===== src/rtl/ixc_sample_hist.sv =====
// ixc_sample_hist: samples a WIDTH-bit vector each fclk under a selectable
// mode and keeps a DEPTH-entry history FIFO drained by a valid/enable reader.
// Ports:
//   fclk, rst              clock, async active-high reset
//   v, mode, trig, clr     sample input, mode select, strobe, flush
//   ov, chg                current sample, changed-on-last-update flag
//   rd_en                  pop request
//   rd_data, rd_valid      popped entry and its one-cycle valid
//   count, ovf             occupancy, sticky overflow
module ixc_sample_hist #(
  parameter int WIDTH = 32,
  parameter int DEPTH = 8,
  localparam int CW = $clog2(DEPTH + 1)
) (
  input  logic             fclk,
  input  logic             rst,
  input  logic [WIDTH-1:0] v,
  input  logic [1:0]       mode,
  input  logic             trig,
  input  logic             clr,
  output logic [WIDTH-1:0] ov,
  output logic             chg,
  input  logic             rd_en,
  output logic [WIDTH-1:0] rd_data,
  output logic             rd_valid,
  output logic [CW-1:0]    count,
  output logic             ovf
);

  localparam int PW = $clog2(DEPTH);

  typedef enum logic [1:0] {
    TRACK  = 2'd0,
    HOLD   = 2'd1,
    TRIG   = 2'd2,
    CHANGE = 2'd3
  } mode_e;

  logic [WIDTH-1:0] ov_q, ov_d;
  logic             chg_q, chg_d;
  logic [WIDTH-1:0] rd_data_q, rd_data_d;
  logic             rd_valid_q, rd_valid_d;
  logic [CW-1:0]    count_q, count_d;
  logic             ovf_q, ovf_d;
  logic [PW-1:0]    wr_ptr_q, wr_ptr_d;
  logic [PW-1:0]    rd_ptr_q, rd_ptr_d;
  logic [WIDTH-1:0] mem_q [DEPTH];

  logic diff, upd, push, pop, full, acc, wr_en;

  assign diff = (v != ov_q);
  assign full = (count_q == CW'(DEPTH));
  assign pop  = rd_en && (count_q != '0);

  always_comb begin
    upd  = 1'b0;
    push = 1'b0;
    unique case (mode_e'(mode))
      TRACK:  upd = 1'b1;
      HOLD:   upd = 1'b0;
      TRIG: begin
        upd  = trig;
        push = trig;
      end
      CHANGE: begin
        upd  = diff;
        push = diff;
      end
    endcase
  end

  // A pop in the same cycle frees a slot, so a full FIFO still accepts.
  assign acc   = push && (!full || pop);
  assign wr_en = acc && !clr;

  always_comb begin
    ov_d       = ov_q;
    chg_d      = upd && diff;
    rd_data_d  = rd_data_q;
    rd_valid_d = 1'b0;
    count_d    = count_q;
    ovf_d      = ovf_q;
    wr_ptr_d   = wr_ptr_q;
    rd_ptr_d   = rd_ptr_q;
    if (upd) ov_d = v;
    if (clr) begin
      count_d  = '0;
      ovf_d    = 1'b0;
      wr_ptr_d = '0;
      rd_ptr_d = '0;
    end else begin
      if (pop) begin
        rd_data_d  = mem_q[rd_ptr_q];
        rd_valid_d = 1'b1;
        rd_ptr_d   = rd_ptr_q + PW'(1);
      end
      if (acc) wr_ptr_d = wr_ptr_q + PW'(1);
      if (push && !acc) ovf_d = 1'b1;
      count_d = count_q + CW'(acc) - CW'(pop);
    end
  end

  always_ff @(posedge fclk or posedge rst) begin
    if (rst) begin
      ov_q       <= '0;
      chg_q      <= 1'b0;
      rd_data_q  <= '0;
      rd_valid_q <= 1'b0;
      count_q    <= '0;
      ovf_q      <= 1'b0;
      wr_ptr_q   <= '0;
      rd_ptr_q   <= '0;
    end else begin
      ov_q       <= ov_d;
      chg_q      <= chg_d;
      rd_data_q  <= rd_data_d;
      rd_valid_q <= rd_valid_d;
      count_q    <= count_d;
      ovf_q      <= ovf_d;
      wr_ptr_q   <= wr_ptr_d;
      rd_ptr_q   <= rd_ptr_d;
    end
  end

  // Storage needs no reset: occupancy and pointers gate every read.
  always_ff @(posedge fclk) begin
    if (wr_en) mem_q[wr_ptr_q] <= v;
  end

  assign ov       = ov_q;
  assign chg      = chg_q;
  assign rd_data  = rd_data_q;
  assign rd_valid = rd_valid_q;
  assign count    = count_q;
  assign ovf      = ovf_q;

endmodule


===== config.mk =====
export PLATFORM = sky130hd
export DESIGN_NAME = ixc_sample_hist
export DESIGN_NICKNAME = d
export VERILOG_FILES = /design/src/rtl/ixc_sample_hist.sv
export SDC_FILE = /design/constraint.sdc
export NUM_CORES = 1
export LEC_CHECK = 0
export ABC_AREA = 1
export CAP_MARGIN = 20
export CORE_MARGIN = 1
export CORE_UTILIZATION = 55
export CTS_CLUSTER_DIAMETER = 50
export DETAILED_ROUTE_END_ITERATION = 7
export HOLD_SLACK_MARGIN = 0.12
export PLACE_DENSITY = 0.84
export SLEW_MARGIN = 25
export SYNTH_ARGS = -nofsm -noshare
export SYNTH_HDL_FRONTEND = slang
export SYNTH_SLANG_ARGS = --single-unit

===== constraint.sdc =====
create_clock -name fclk -period 4.34 [get_ports fclk]
set_clock_uncertainty 0.1 [all_clocks]
set_input_delay 1.302 -clock fclk [delete_from_list [all_inputs] [get_ports fclk]]
set_output_delay 1.302 -clock fclk [all_outputs]
set_load 0.02 [all_outputs]

==> impl_metrics.ini, run 1 <==
[outcome]
status = complete, no violations

[worst_setup_path]
path_class = in -> reg
crit_fanout = 11
r2r_slack_ns = 1.42
cp.required_ns = 4.64
crit_path_end_kind = flop
rr_worst_depth = 15
startpoint_type = input pin
reg2reg_from = ov[7]
path_depth = 17
crit_family = simple AND/OR/NAND/NOR gates
cpMostUsedCell = nand2_1
critical-path-max-stage-delay_ns = 0.65
crit_arrival_ns = 4.13
cp_slowest_cell = clkdlybuf4s50_1
crit_path_start = v[25]
crit_path_end = count[2]
crit_chain = clkdlybuf4s50_1 > nand2_1 > nand2_1 > nand2_1 > nor2_1 > nand2_1 > nor2_2 > nand3_4 > buf_4 > nand2_4 > nand2_1 > nand2_1 > ha_1 > inv_1 > fa_1 > xor2_1 > nor2_1
path_buf_inv = 3
r2r-end = count[2]

[synthesis]
synth_fa_ha_area_frac = 0.00801
synthSimpleGateAreaFrac = 0.125
ys_types = 32
synth_compound_area_frac = 0.103
synth.area.mux_share = 0
synth.ff_latch_count = 333
syn_inst = 1100
synth_area_per_cell_um2 = 12.2
synth_top_family_by_area = simple AND/OR/NAND/NOR gates
synthXorXnorAreaFrac = 0.0150
syn-num-nets = 1147
ys_warn_count = 0
ys_seq_area_frac = 0.716
synth_area_um2 = 13400

[detailed_routing]
wl_per_cell_um = 22.1
drt_iter0_markers = 1199
drt_first_pass_iters = 5
ant_nets = 0
post_drt_via_cell_ratio = 6.15
finalWirelength_um = 35000
drc = 0
vias = 9723

[floorplanning]
fp-row-count = 56
dieWidth_um = 158
core_um2 = 23700
dieArea_um2 = 25000
fp.dieH_um = 158
io_pins = 110
start_util = 0.567

[clock_tree]
numCtsBuffers = 34
cts_sinks = 333
cts_tree = yes
holdBufCountCts = 0
clk_latency_ns = 0.51
clkTransAtPathRegs_ns = 0.06
clock-root-buffer = clkbuf_16
htreeDepth = 2
clock_path_buffers = 3
ctsResizeCount = 0
cts_setup_buffers = 0

[power_and_ir_drop]
p_comb_frac = 0.245
p_sw_mw = 2.83
vdd_drop_max_uv = 369
clock_power_share = 0.327
p_int_mw = 6.34
powerDensity_nw_per_um2 = 560
leakage_nw = 6.08
power_frac_seq = 0.428
swShare = 0.309

[place]
hpwl_um = 19800
place.gp.congestion = 0.774
portBuffers = 109
placed_area_um2 = 15200

[timing]
slew_headroom = 0.404
finalMaxSlewViolations = 0
holdWs_ns = 0.383
rsz0062_at_grt = false
tightestPinTransition_ns = 0.894
fmax_mhz = 261
period_needed_ns = 3.83
finalHoldViolCount = 0
setup-tns-final_ns = 0
setup_violations = 0
min_period_over_period = 0.882

[global_routing]
grt_pass1_wl_um = 52400
antenna_found_initial = 0
overflow = 0
grt_start_max_net_pins = 113
grt_pass1_vias = 9467
grt_util_all_layers = 0.285

[layout]
area_growth_syn_to_layout_pct = 21.9
layout_common_cells = edfxtp_1, nand2_1, nor2_1
fillCellCount = 1582
finalNetCount = 1283
design_area_um2 = 16400
layout_commonest_cell = edfxtp_1
insertedDiodeCount = 0
drive_above_1_share = 0.120

[worst_hold_path]
hold_path_class = reg -> reg

[job]
drv_cap = 0
## flip-flops by register name, summed over array words and instances, names as in the netlist
signal	count
rd_valid	1
chg	1
count	4
wr_ptr_q	3
mem_q	256
rd_data	32
ov	32
ovf	1
rd_ptr_q	3
## area by class of cell
type / count / area (um2) / share of cell area
clock buffers: 50 / 995 / 0.0608
well taps: 319 / 399 / 0.0244
flip-flops and latches: 333 / 9620 / 0.588
clock inverters: 12 / 153 / 0.00933
multi-input cells: 660 / 3420 / 0.209
repair buffers: 166 / 1630 / 0.0995
inverters: 41 / 155 / 0.00948
## cells in the mapped netlist (all sizes together)
library cell	count	area [um2]
xor2	1	8.76
nand4	2	12.5
nand3	58	303
o21ai	142	752
edfxtp	256	7690
fa	1	20.0
inv	41	154
dfrtp	77	1930
nand3b	1	7.51
o221ai	57	499
buf	15	103
nand2	192	746
o22ai	7	43.8
clkbuf	51	191
xnor2	22	193
ha	7	87.6
or2	1	6.26
nor2	156	598
a21oi	3	15.0
o21a	2	15.0
o211ai	7	52.6
a211oi	1	7.51
## layer usage
metal | routed length, um | share of wire | vias up | global-route usage
met5 | 0 | 0 | - | 0
met4 | 1420 | 0.041 | 0 | 0.142
met3 | 3890 | 0.11 | 117 | 0.0514
met2 | 16900 | 0.48 | 691 | 0.456
met1 | 12700 | 0.36 | 4719 | 0.377
li1 | - | - | 4196 | -
## logic make-up (layout without fill, tap and decap cells)
group | Yosys count | after routing
adders and majority gates | 8 | 8
buffers and inverters | 107 | 269
xor gates and xnor gates | 23 | 23
and+or+nand+nor | 410 | 410
AOI/OAI and AO/OA | 219 | 219
DFF | 333 | 333
## power groups by stage
stage	logic, mW	registers (mW)	clock network [mW]
after floorplan	1.09	4.17	0
after global placement	2.10	3.97	0
after detailed placement	2.19	3.99	0
after CTS	2.23	3.92	2.99
after global routing	2.44	3.95	3.14
final	2.24	3.93	3.00
## worst register-to-register path: cells and delay by family, from the launching register on
family / cells / cell delay, ns
flip-flops: 1 / 0.46
AND/OR/NAND/NOR: 9 / 1.12
XOR/XNOR: 2 / 0.37
adder cells (fa/ha/maj): 2 / 0.54
buffers and inverters: 2 / 0.22
## how the worst min path moves through the flow
stage                      from  cells past startpoint     endpoint  slack [ns]
floorplan           rd_ptr_q[1]                      3  rd_ptr_q[1]        0.48
global placement     rd_data[3]                      2   rd_data[3]        0.37
detailed placement  rd_data[16]                      2  rd_data[16]        0.37
CTS                 rd_data[16]                      2  rd_data[16]        0.39
global route        rd_data[19]                      2  rd_data[19]        0.40
finish               rd_data[7]                      2   rd_data[7]        0.38
## through the flow
stage,total power [mW],instances,setup WS (ns),utilization
6_report,9.17,1581,0.514,0.691
5_1_grt,9.53,1581,0.304,0.691
4_1_cts,9.15,1579,0.514,0.689
3_5_place_dp,6.18,1517,0.0633,0.640
3_3_place_gp,6.08,1515,0.0801,0.638
2_1_floorplan,5.26,1100,0.443,-
(Power assumes the default switching activity.)
==> run 2, diff against run 1 <==
--- a/config.mk
+++ b/config.mk
@@ -17,3 +17,4 @@
 export SYNTH_ARGS = -nofsm -noshare
 export SYNTH_HDL_FRONTEND = slang
 export SYNTH_SLANG_ARGS = --single-unit
+export TNS_END_PERCENT = 10
==> results of run 2 <==
Same layout as run 1: the final DEF is identical, and so are final timing and power.
==> run 3, diff against run 2 <==
--- a/config.mk
+++ b/config.mk
@@ -17,4 +17,3 @@
 export SYNTH_ARGS = -nofsm -noshare
 export SYNTH_HDL_FRONTEND = slang
 export SYNTH_SLANG_ARGS = --single-unit
-export TNS_END_PERCENT = 10
==> results of run 3 <==
Same layout as run 1: the final DEF is identical, and so are final timing and power.
